--- src/rtl/if_id_queue_if.sv ---
// Valid/ready channel carrying one instruction and its PC between pipeline stages.
// The master drives valid/ins/pc; the slave answers with ready.
interface if_id_queue_if #(
  parameter int unsigned INS_W = 32,
  parameter int unsigned PC_W  = 32
);
  logic             valid;
  logic             ready;
  logic [INS_W-1:0] ins;
  logic [PC_W-1:0]  pc;

  modport master (output valid, ins, pc, input ready);
  modport slave  (input valid, ins, pc, output ready);
endinterface

--- src/rtl/if_id_queue.sv ---
// DEPTH-entry FIFO of {instruction, PC} between fetch and decode, with flush
// and a sticky halt that injects HALT_INS and then stops accepting fetches.
module if_id_queue #(
  parameter int unsigned      INS_W    = 32,
  parameter int unsigned      PC_W     = 32,
  parameter int unsigned      DEPTH    = 2,
  parameter logic [INS_W-1:0] NOP_INS  = '0,
  parameter logic [INS_W-1:0] HALT_INS = INS_W'(32'h0000000c)
) (
  input  logic                         clk,
  input  logic                         rst,
  input  logic                         flush,
  input  logic                         halt,
  if_id_queue_if.slave                 fetch,
  if_id_queue_if.master                dec,
  output logic [$clog2(DEPTH+1)-1:0]   count,
  output logic                         halted
);

  localparam int unsigned      CNT_W   = $clog2(DEPTH + 1);
  localparam int unsigned      PTR_W   = (DEPTH > 1) ? $clog2(DEPTH) : 1;
  localparam logic [CNT_W-1:0] DEPTH_C = CNT_W'(DEPTH);
  localparam logic [PTR_W-1:0] LAST_P  = PTR_W'(DEPTH - 1);

  typedef enum logic {RUN, HALTED} state_e;

  state_e           state_q, state_d;
  logic [CNT_W-1:0] count_q, count_d;
  logic [PTR_W-1:0] head_q, head_d;
  logic [PTR_W-1:0] tail_q, tail_d;

  logic [INS_W-1:0] ins_mem [DEPTH];
  logic [PC_W-1:0]  pc_mem  [DEPTH];

  logic             in_ready, out_valid, push, pop;
  logic             wr_en;
  logic [PTR_W-1:0] wr_addr;
  logic [INS_W-1:0] wr_ins;

  // Wrap at DEPTH-1 explicitly so non-power-of-2 depths work.
  function automatic logic [PTR_W-1:0] ptr_inc(input logic [PTR_W-1:0] p);
    return (p == LAST_P) ? '0 : p + 1'b1;
  endfunction

  always_comb begin
    in_ready  = (state_q == RUN) && (count_q < DEPTH_C);
    out_valid = (count_q != '0);
    push      = fetch.valid && in_ready;
    pop       = out_valid && dec.ready;

    state_d = state_q;
    count_d = count_q;
    head_d  = head_q;
    tail_d  = tail_q;
    wr_en   = 1'b0;
    wr_addr = tail_q;
    wr_ins  = fetch.ins;

    if (flush) begin
      count_d = '0;
      head_d  = '0;
      tail_d  = '0;
    end else if (halt && (state_q == RUN)) begin
      // Queue restarts from slot 0 holding only the halt entry.
      state_d = HALTED;
      count_d = CNT_W'(1);
      head_d  = '0;
      tail_d  = ptr_inc('0);
      wr_en   = 1'b1;
      wr_addr = '0;
      wr_ins  = HALT_INS;
    end else begin
      if (push) begin
        wr_en  = 1'b1;
        tail_d = ptr_inc(tail_q);
      end
      if (pop) begin
        head_d = ptr_inc(head_q);
      end
      unique case ({push, pop})
        2'b10:   count_d = count_q + 1'b1;
        2'b01:   count_d = count_q - 1'b1;
        default: count_d = count_q;
      endcase
    end
  end

  always_ff @(posedge clk) begin
    if (rst) begin
      state_q <= RUN;
      count_q <= '0;
      head_q  <= '0;
      tail_q  <= '0;
    end else begin
      state_q <= state_d;
      count_q <= count_d;
      head_q  <= head_d;
      tail_q  <= tail_d;
    end
  end

  always_ff @(posedge clk) begin
    if (wr_en && !rst) begin
      ins_mem[wr_addr] <= wr_ins;
      pc_mem[wr_addr]  <= fetch.pc;
    end
  end

  assign fetch.ready = in_ready;
  assign dec.valid   = out_valid;
  assign dec.ins     = out_valid ? ins_mem[head_q] : NOP_INS;
  assign dec.pc      = out_valid ? pc_mem[head_q] : '0;
  assign count       = count_q;
  assign halted      = (state_q == HALTED);

endmodule
--- src/flat_wrapper.sv ---
// flat-port wrapper written by rule: the top's interface ports become plain ports
module if_id_queue_flat 
#(
  parameter int unsigned      INS_W    = 32,
  parameter int unsigned      PC_W     = 32,
  parameter int unsigned      DEPTH    = 2,
  parameter logic [INS_W-1:0] NOP_INS  = '0,
  parameter logic [INS_W-1:0] HALT_INS = INS_W'(32'h0000000c)
)
  (clk, rst, flush, halt, count, halted, fetch_valid, fetch_ins, fetch_pc, fetch_ready, dec_valid, dec_ins, dec_pc, dec_ready);
  if_id_queue_if #(.INS_W(INS_W), .PC_W(PC_W)) fetch_i ();
  if_id_queue_if #(.INS_W(INS_W), .PC_W(PC_W)) dec_i ();
  input  logic clk;
  input  logic rst;
  input  logic flush;
  input  logic halt;
  output logic [$clog2(DEPTH+1)-1:0] count;
  output logic halted;
  input wire logic [$bits(fetch_i.valid)-1:0] fetch_valid;
  input wire logic [$bits(fetch_i.ins)-1:0] fetch_ins;
  input wire logic [$bits(fetch_i.pc)-1:0] fetch_pc;
  output wire logic [$bits(fetch_i.ready)-1:0] fetch_ready;
  output wire logic [$bits(dec_i.valid)-1:0] dec_valid;
  output wire logic [$bits(dec_i.ins)-1:0] dec_ins;
  output wire logic [$bits(dec_i.pc)-1:0] dec_pc;
  input wire logic [$bits(dec_i.ready)-1:0] dec_ready;
  assign fetch_i.valid = fetch_valid;
  assign fetch_i.ins = fetch_ins;
  assign fetch_i.pc = fetch_pc;
  assign fetch_ready = fetch_i.ready;
  assign dec_valid = dec_i.valid;
  assign dec_ins = dec_i.ins;
  assign dec_pc = dec_i.pc;
  assign dec_i.ready = dec_ready;
  if_id_queue #(.INS_W(INS_W), .PC_W(PC_W), .DEPTH(DEPTH), .NOP_INS(NOP_INS), .HALT_INS(HALT_INS)) u_core (.clk(clk), .rst(rst), .flush(flush), .halt(halt), .fetch(fetch_i), .dec(dec_i), .count(count), .halted(halted));
endmodule
--- config.mk ---
export PLATFORM = sky130hd
export DESIGN_NAME = if_id_queue_flat
export DESIGN_NICKNAME = d
export VERILOG_FILES = /design/src/rtl/if_id_queue_if.sv /design/src/rtl/if_id_queue.sv /design/src/flat_wrapper.sv
export SDC_FILE = /design/constraint.sdc
export NUM_CORES = 1
export LEC_CHECK = 0
export CORE_ASPECT_RATIO = 0.5
export CORE_MARGIN = 4
export CORE_UTILIZATION = 44
export DETAILED_ROUTE_END_ITERATION = 8
export PLACE_DENSITY_LB_ADDON = 0.08
export SLEW_MARGIN = 0
export SYNTH_ARGS = -nofsm -noshare
export SYNTH_HDL_FRONTEND = slang
export SYNTH_SLANG_ARGS = --single-unit
--- constraint.sdc ---
create_clock -name clk -period 6.3 [get_ports clk]
set_input_delay 1.26 -clock clk [delete_from_list [all_inputs] [get_ports clk]]
set_output_delay 1.26 -clock clk [all_outputs]
set_load 0.005 [all_outputs]
# --- Yosys cells after proc, flatten, opt, wreduce, memory -nomap -nowiden ---
# Memory sizes are Yosys's and may differ from the RTL's. A register that Yosys moved wholly into a read port is not among the register bits.
# Cells that the tools add are included.
totals:
  latchBits: 0
  mem_count: 2
  inputBits: 70
  elab_cells: 50
  rom_bits: 0
  ram_bits: 128
  reg_bits: 5
memory_table:
  columns: ["name", "depth", "width", "read_ports", "rd_clocked_by_memory_dff", "write_ports", "line_no", "rtl"]
  rows:
  - ["u_core.ins_mem", 2, 32, 1, 1, 1, "if_id_queue.sv:32", "logic [INS_W-1:0] ins_mem [DEPTH];"]
  - ["u_core.pc_mem", 2, 32, 1, 1, 1, "if_id_queue.sv:33", "logic [PC_W-1:0] pc_mem [DEPTH];"]
op_classes:
  bitwise_logic: 2
  multipliers: 0
  addsub: 4
  order_cmp: 1
  eq_ne: 2
  div: 0
  reduce_logical: 13
  n_shift: 0
  mux: 21
op_table:
  columns: ["op", "count"]
  rows:
  - ["$mux 32", 4]
  - ["$mux 1", 16]
  - ["$reduce_bool 2->1", 3]
  - ["$logic_and 1x1->1", 5]
  - ["$pmux 2 s2", 1]
  - ["$reduce_bool 3->1", 1]
  - ["$reduce_or 3->1", 1]
  - ["$add 1x1->1 const B", 2]
  - ["$add 2x1->2 const B", 1]
  - ["$eq 2x1->1 const B", 1]
  - ["$eq 2x2->1 const B", 1]
  - ["$lt 2x2->1 const B", 1]
  - ["$not 1->1", 2]
  - ["$reduce_and 2->1", 1]
  - ["$reduce_or 2->1", 1]
  - ["$sub 2x1->2 const B", 1]
  - ["$logic_not 1->1", 1]

# --- Logic depth before layout (Yosys ltp) ---
# Gate-level depths: netlist of run 1.
depth:
  ltp_word: 9
  ltp_mapped: 6
  mapped_depth_nobuf: 6

# --- Worst setup path before layout of run 1 ---
# OpenSTA, ideal clock, no wires.
synth_path:
  kind: "input-to-reg"
  from: "input fetch_valid"
  to: "memory u_core.ins_mem[0][0] (enable)"
  arrival_time_ns: 5.492
  required_time_ns: 5.761
  setup_ns: 0.539
  cell_stages: 3
  path_slack_ns: 0.269
  path_cell_list: "nand2b_4 -> or2_1 -> a2111oi_2"
synth_via:
  elab_chain_cells: 7
synth_lines:
  columns: ["item", "line_no", "rtl"]
  rows:
  - ["from (decl)", "flat_wrapper.sv:19", "input wire logic [$bits(fetch_i.valid)-1:0] fetch_valid;"]
  - ["$logic_and 1x1->1", "if_id_queue.sv:48", "push = fetch.valid && in_ready;"]
  - ["$mux 1", "if_id_queue.sv:73", "if (push) begin"]
  - ["$mux 1", "if_id_queue.sv:63", "end else if (halt && (state_q == RUN)) begin"]
  - ["$mux 1", "if_id_queue.sv:59", "if (flush) begin"]
  - ["$logic_and 1x1->1", "if_id_queue.sv:103", "if (wr_en && !rst) begin"]
  - ["$mux 1", "if_id_queue.sv:103", null]
  - ["$mux 1 (implied by the code)", "if_id_queue.sv:104", "ins_mem[wr_addr] <= wr_ins;"]
  - ["to (decl)", "if_id_queue.sv:32", null]
# Every way passes these cells.

# --- Worst setup path after layout of run 1 ---
layout_path:
  from: "register u_core.count_q[0] (netlist: u_core.count[0])"
  to: "output dec_ins[28]"
layout_via:
  elab_chain_cells: 2
layout_lines:
  columns: ["item", "line_no", "rtl"]
  rows:
  - ["from (decl)", "if_id_queue.sv:28", "logic [CNT_W-1:0] count_q, count_d;"]
  - ["from (signal assigned)", "if_id_queue.sv:96", "count_q <= count_d;"]
  - ["$reduce_bool 2->1", "if_id_queue.sv:47", "out_valid = (count_q != '0);"]
  - ["$mux 32", "if_id_queue.sv:111", "assign dec.ins = out_valid ? ins_mem[head_q] : NOP_INS;"]
  - ["to (decl)", "flat_wrapper.sv:24", "output wire logic [$bits(dec_i.ins)-1:0] dec_ins;"]
# Every way passes these cells.

==> results.tsv, run 1 <==
stage	metric	value	unit
detailed_routing	drc_errors	0	
synthesis	avgSynthCellArea	15.7	um^2
global_route	overflow	0	
placement	dp_hpwl	6650	um
setup_path	reg2reg_from	u_core.count[1]$_SDFFE_PP0P_	
setup_path	slowest_delay	620	ps
synthesis	synth_commonest_cells	edfxtp_1, nor2_1, mux2i_1, nor2b_1, buf_2	
placement	dp.cells	631	
floorplanning	start_util	0.451	
flow_run	drv_cap	0	
hold_path	min_path_type	flip-flop to flip-flop	
hold_path	hold_depth	2	
detailed_routing	ant_nets	0	
clock_network	root_buffer	clkbuf_16	
detailed_routing	firstDrtPassIters	4	
hold_path	timing.hold.worst.start	u_core.head_q$_SDFFE_PP0P_	
setup_path	endpoint_kind	output pin	
clock_network	htree_num_levels	4	
synthesis	synthFlopType	edfxtp_1	
sta	fin_crit	3750	ps
placement	port_buffers	138	
sta	rsz0062_at_grt	no	
floorplanning	die_y	85.9	um
sta	fmax	267	MHz
sta	fin_crit_sh	0.595	
synthesis	synth_top_area_share	0.719	
global_route	grt_first_pass_wirelength	16100	um
global_route	grt_max_degree	65	
final_layout	finalNonFillerCells	663	
setup_path	worstSetupStartpointType	flip-flop	
global_route	grt_use_total	0.152	
synthesis	ys_seq_elements	134	
setup_path	r2r_cells	4	
synthesis	synth_nets	412	
synthesis	synth_edf_count	128	
floorplanning	core	0.0118	mm^2
final_layout	layout-drive-gt1-share	0.0823	
clock_network	cts_setup_buffers	0	
sta	setup_ws	2550	ps
pwr	power	2.15	mW
floorplanning	ios	139	
setup_path	crit_path_max_fanout	34	
clock_network	postCtsHoldBufs	0	
pwr	peakVddDrop	0.000196	V
clock_network	clk_latency	410	ps
final_layout	antenna_cells	0	
clock_network	clock_sink_count	134	
sta	slew_headroom	0.245	
synthesis	synthArstFlopShare	0	
sta	finalClockSkew	8.33	ps
clock_network	clk_pin_slew_worst_paths	50	ps
sta	drv_slew	0	
synthesis	synth.distinct_cells	25	
setup_path	critPathLaunch	u_core.count[0]$_SDFFE_PP0P_	
global_route	grt_antenna_before_repair	0	
synthesis	yosysWarningCount	0	
placement	dp_slack	2330	ps
placement	place_congestion	0.804	
sta	tns	0	ps
synthesis	ys_seq_area_frac	0.742	
pwr	powerDensity	287	mW/mm^2
detailed_routing	num_vias	3147	
global_route	grt_pass1_vias	3393	
setup_path	crit_arrival	2490	ps
setup_path	cp_slowest_cell	nor2_4	
outcome	status	finished clean	
floorplanning	die_w	164	um
detailed_routing	routedWlPerCell	15.6	um
detailed_routing	drt_wl_total	10400	um
sta	tightest_slew	1130	ps
detailed_routing	vias_per_cell	4.75	
synthesis	synth_area	0.00534	mm^2
clock_network	cts_tree	done	
setup_path	required	5040	ps
setup_path	crit_chain	nor2_4 -> buf_4 -> nor2_1 -> clkdlybuf4s50_1	
setup_path	crit_type	flip-flop to output pin	
floorplanning	rows	28	
synthesis	synth_cells	341	
setup_path	rrSetupSlack	3700	ps
final_layout	final_core_util	0.632	
synthesis	post-synth-top-count-cell	edfxtp_1	
floorplanning	die_area	0.0141	mm^2
detailed_routing	drt_iter0_markers	91	
clock_network	clk_path_buf_depth	2	
clock_network	cts_resized	0	
synthesis	synth_largest_area_cell	edfxtp_1	
sta	hold_viol_final	0	
synthesis	synth_area_leaders	edfxtp_1, mux2i_1, nor2_1	
pwr	static-leakage-power	2.42	nW
final_layout	area_delta_synth_final	40.1	%
final_layout	num-nets-final	556	
clock_network	numCtsBuffers	17	
sta	setup_viol	0	
## area by class of cell
type	count	area (um^2)
clock buffer	21	460
clock inverter	11	128
fill	877	4360
inverter	3	11.3
multi-input combinational	187	1300
sequential	134	3970
tap	165	206
timing repair buffer	142	1410
## path summary, 6_finish.rpt
path	endpoint
min reg2reg	u_core.head_q$_SDFFE_PP0P_
min	u_core.head_q$_SDFFE_PP0P_
max reg2reg	u_core.pc_mem[1][23]$_DFFE_PP_
max	dec_ins[28]
## kinds of logic (layout without fill, tap and decap cells)
kind of cell,after synthesis,in the layout,synth area share
flops,134,134,0.742
fa+ha+maj,1,1,0.00234
simple gates,112,112,0.100
compound gates,7,7,0.0101
mux,64,64,0.120
xor+xnor,3,3,0.00492
buf+inv,20,177,0.0211
## placed cells by master, fill, tap and decap left out, types with 3 or more instances in the layout
cell,count
clkinv_4,4
nor2b_1,30
edfxtp_1,128
mux2i_1,64
clkbuf_16,17
nor2_1,70
buf_4,4
or2_1,3
dfxtp_1,5
clkinvlp_4,3
clkdlybuf4s50_1,138
inv_1,3
## worst max-delay path: cells and delay by family, from the launching register on
family | cells | cell delay, ps
buf+inv | 2 | 940
simple gates | 2 | 730
flops | 1 | 380
## per-layer routing
layer | wire, um | share of wire | track usage | up-vias
met5 | 0 | 0 | 0 | -
met1 | 4440 | 0.43 | 0.181 | 1506
met3 | 626 | 0.060 | 0.0442 | 14
met2 | 5150 | 0.50 | 0.260 | 106
li1 | - | - | - | 1521
met4 | 148 | 0.014 | 0.0647 | 0
## where the power goes
group	switching [mW]	leakage [nW]	internal, mW
clock network	0.350	0.279	0.604
logic	0.0739	0.920	0.104
registers	0.0105	1.22	1.00
## state kept, by name (all words and copies together), names as in the netlist, named ones only
register and cells:
u_core.pc_mem 64, u_core.count 2, u_core.halted 1, u_core.ins_mem 64, u_core.head_q 1, u_core.tail_q 1
## per-stage QoR
step	hold slack, ps	instance area [um^2]
global route	553	7490
CTS	538	7490
detailed placement	524	6900
finish	523	7490
global placement	502	6900
floorplan	472	5340
Note: power is estimated with default switching activity, not from simulation.
==> run 2: changes to the inputs <==
CORE_UTILIZATION = 49   (was 44)
clock period = 3.5 ns   (was 6.3 ns; I/O delays follow)
==> run 2 against run 1 <==
Global-route usage is 2.0 points higher. Cell count fell by 3.3%. Sequential share of layout area is 0.24 points lower. Combinational power increased by 85%. Critical path depth unchanged. Final area is 0.45% higher. Register-to-register slack got worse by 2100 ps. Via count is 0.44% higher. Clock skew about the same. Total power is 81% higher. Critical path type unchanged. Critical endpoint is now dec_ins[18].
==> results.tsv, run 2 (synthesis gave the netlist of run 1 again) <==
stage	metric	value	unit	change
outcome	status	finished clean		unchanged
final_layout	finalNonFillerCells	641		was 663
sta	finalClockSkew	8.29	ps	was 8.33 ps
sta	hold_viol_final	0		unchanged
sta	fin_crit	2870	ps	
clock_network	cts_setup_buffers	0		unchanged
placement	port_buffers	138		unchanged
detailed_routing	drt_wl_total	10600	um	was 10400 um
pwr	peakVddDrop	0.000405	V	was 0.000196 V
global_route	met3_usage	0.0558		was 0.0442
global_route	gr-usage-met2	0.303		was 0.260
clock_network	root_buffer	clkbuf_16		unchanged
sta	fmax	348	MHz	
sta	rsz0062_at_grt	no		unchanged
setup_path	required	2800	ps	was 5040 ps
global_route	overflow	0		unchanged
placement	dp_hpwl	7040	um	was 6650 um
global_route	grt_antenna_before_repair	0		unchanged
global_route	grt_first_pass_wirelength	16300	um	was 16100 um
clock_network	clk_path_buf_depth	2		unchanged
sta	tns	0	ps	unchanged
setup_path	crit_arrival	2170	ps	was 2490 ps
detailed_routing	num_vias	3161		was 3147
final_layout	antenna_cells	0		unchanged
global_route	grt_use_total	0.171		was 0.152
floorplanning	core	0.0104	mm^2	was 0.0118 mm^2
global_route	grt_pass1_vias	3362		was 3393
global_route	grt_max_degree	65		unchanged
clock_network	clk_pin_slew_worst_paths	50	ps	about the same
final_layout	final_core_util	0.722		was 0.632
clock_network	cts_resized	0		unchanged
clock_network	htree_num_levels	4		unchanged
clock_network	cts_tree	done		unchanged
global_route	grtUsageMet1	0.201		was 0.181
floorplanning	die_area	0.0127	mm^2	was 0.0141 mm^2
detailed_routing	drc_errors	0		unchanged
setup_path	crit_type	flip-flop to output pin		unchanged
sta	setup_viol	0		unchanged
sta	fin_crit_sh	0.821		
final_layout	multi_input_area	0.00130	mm^2	unchanged
sta	slew_headroom	0.728		was 0.245
clock_network	clock_sink_count	134		unchanged
pwr	powerDensity	517	mW/mm^2	was 287 mW/mm^2
final_layout	fillers	687		was 877
floorplanning	ios	139		unchanged
hold_path	min_path_type	flip-flop to flip-flop		unchanged
detailed_routing	firstDrtPassIters	4		unchanged
global_route	busiest_layer	met2		unchanged
setup_path	crit_path_max_fanout	22		was 34
floorplanning	die_w	156	um	was 164 um
floorplanning	die_y	81.8	um	was 85.9 um
setup_path	endpoint_kind	output pin		unchanged
detailed_routing	routedWlPerCell	16.6	um	was 15.6 um
final_layout	num-nets-final	560		was 556
detailed_routing	ant_nets	0		unchanged
clock_network	numCtsBuffers	17		unchanged
pwr	power	3.89	mW	was 2.15 mW
clock_network	clk_latency	400	ps	was 410 ps
final_layout	layout_common_cells	clkdlybuf4s50_1, edfxtp_1, nor2_1		unchanged
sta	tightest_slew	408	ps	was 1130 ps
floorplanning	rows	26		was 28
floorplanning	start_util	0.513		was 0.451
final_layout	layout-drive-gt1-share	0.0898		was 0.0823
setup_path	worstSetupStartpointType	flip-flop		unchanged
sta	drv_slew	0		unchanged
detailed_routing	drt_iter0_markers	173		was 91
flow_run	drv_cap	0		unchanged
clock_network	postCtsHoldBufs	0		unchanged
pwr	static-leakage-power	2.45	nW	was 2.42 nW
final_layout	area_delta_synth_final	40.7	%	was 40.1%
placement	place_congestion	0.767		was 0.804
final_layout	layout_commonest_cell	clkdlybuf4s50_1		unchanged
placement	dp.cells	610		was 631
detailed_routing	vias_per_cell	4.93		was 4.75
final_layout	seqCellArea	0.00397	mm^2	unchanged
run 2: cell count changes in the layout (fill, tap and decap cells not counted), sizes merged:
| cell | change |
|---|---|
| buf | +4 |
| clkbuf | -4 |
| clkinv | +2 |
| bufinv | +1 |
| clkinvlp | -1 |
| inv | +1 |
run 2: worst paths after layout:
check                                    start                               to  slack [ps]  depth (start not counted)
hold reg to reg     u_core.tail_q$_SDFFE_PP0P_       u_core.tail_q$_SDFFE_PP0P_         550                          1
hold / removal      u_core.tail_q$_SDFFE_PP0P_       u_core.tail_q$_SDFFE_PP0P_         550                          1
setup / recovery                     flip-flop                      dec_ins[18]         630                          4
setup reg to reg  u_core.count[1]$_SDFFE_PP0P_  u_core.ins_mem[1][30]$_DFFE_PP_        1570                          4
run 2: per-layer routing:
metal  up-vias  wire (um)
li1       1536          -
met1      1505       4440
met2       109       5370
met3        11        719
met4         0        107
met5         -          0
run 2: power breakdown:
part           switching (mW)  internal, mW  total (mW)
logic                   0.139         0.191       0.330
clock network           0.626          1.11        1.73
registers              0.0157          1.81        1.82
run 2: metrics by stage:
stage               setup WS [ps]  area [um^2]  hold slack, ps
finish                        625         7520             547
floorplan                    -176         5360             472
global placement              850         6930             490
CTS                           603         7520             548
global route                  525         7520             596
detailed placement            828         6930             526
run 2: cell type report:
class	count	share of cell area
well taps	140	0.0233
inverters	3	0.00150
repair buffers	146	0.197
flip-flops and latches	134	0.528
clock buffers	17	0.0566
clock inverters	14	0.0213
multi-input cells	187	0.173
run 2: worst max-delay path, cell delays in order (launching register included):
cell             delay [ps]
dfxtp_4                 600
buf_4                   360
mux2i_1                 290
nor2_1                   60
clkdlybuf4s50_1         460
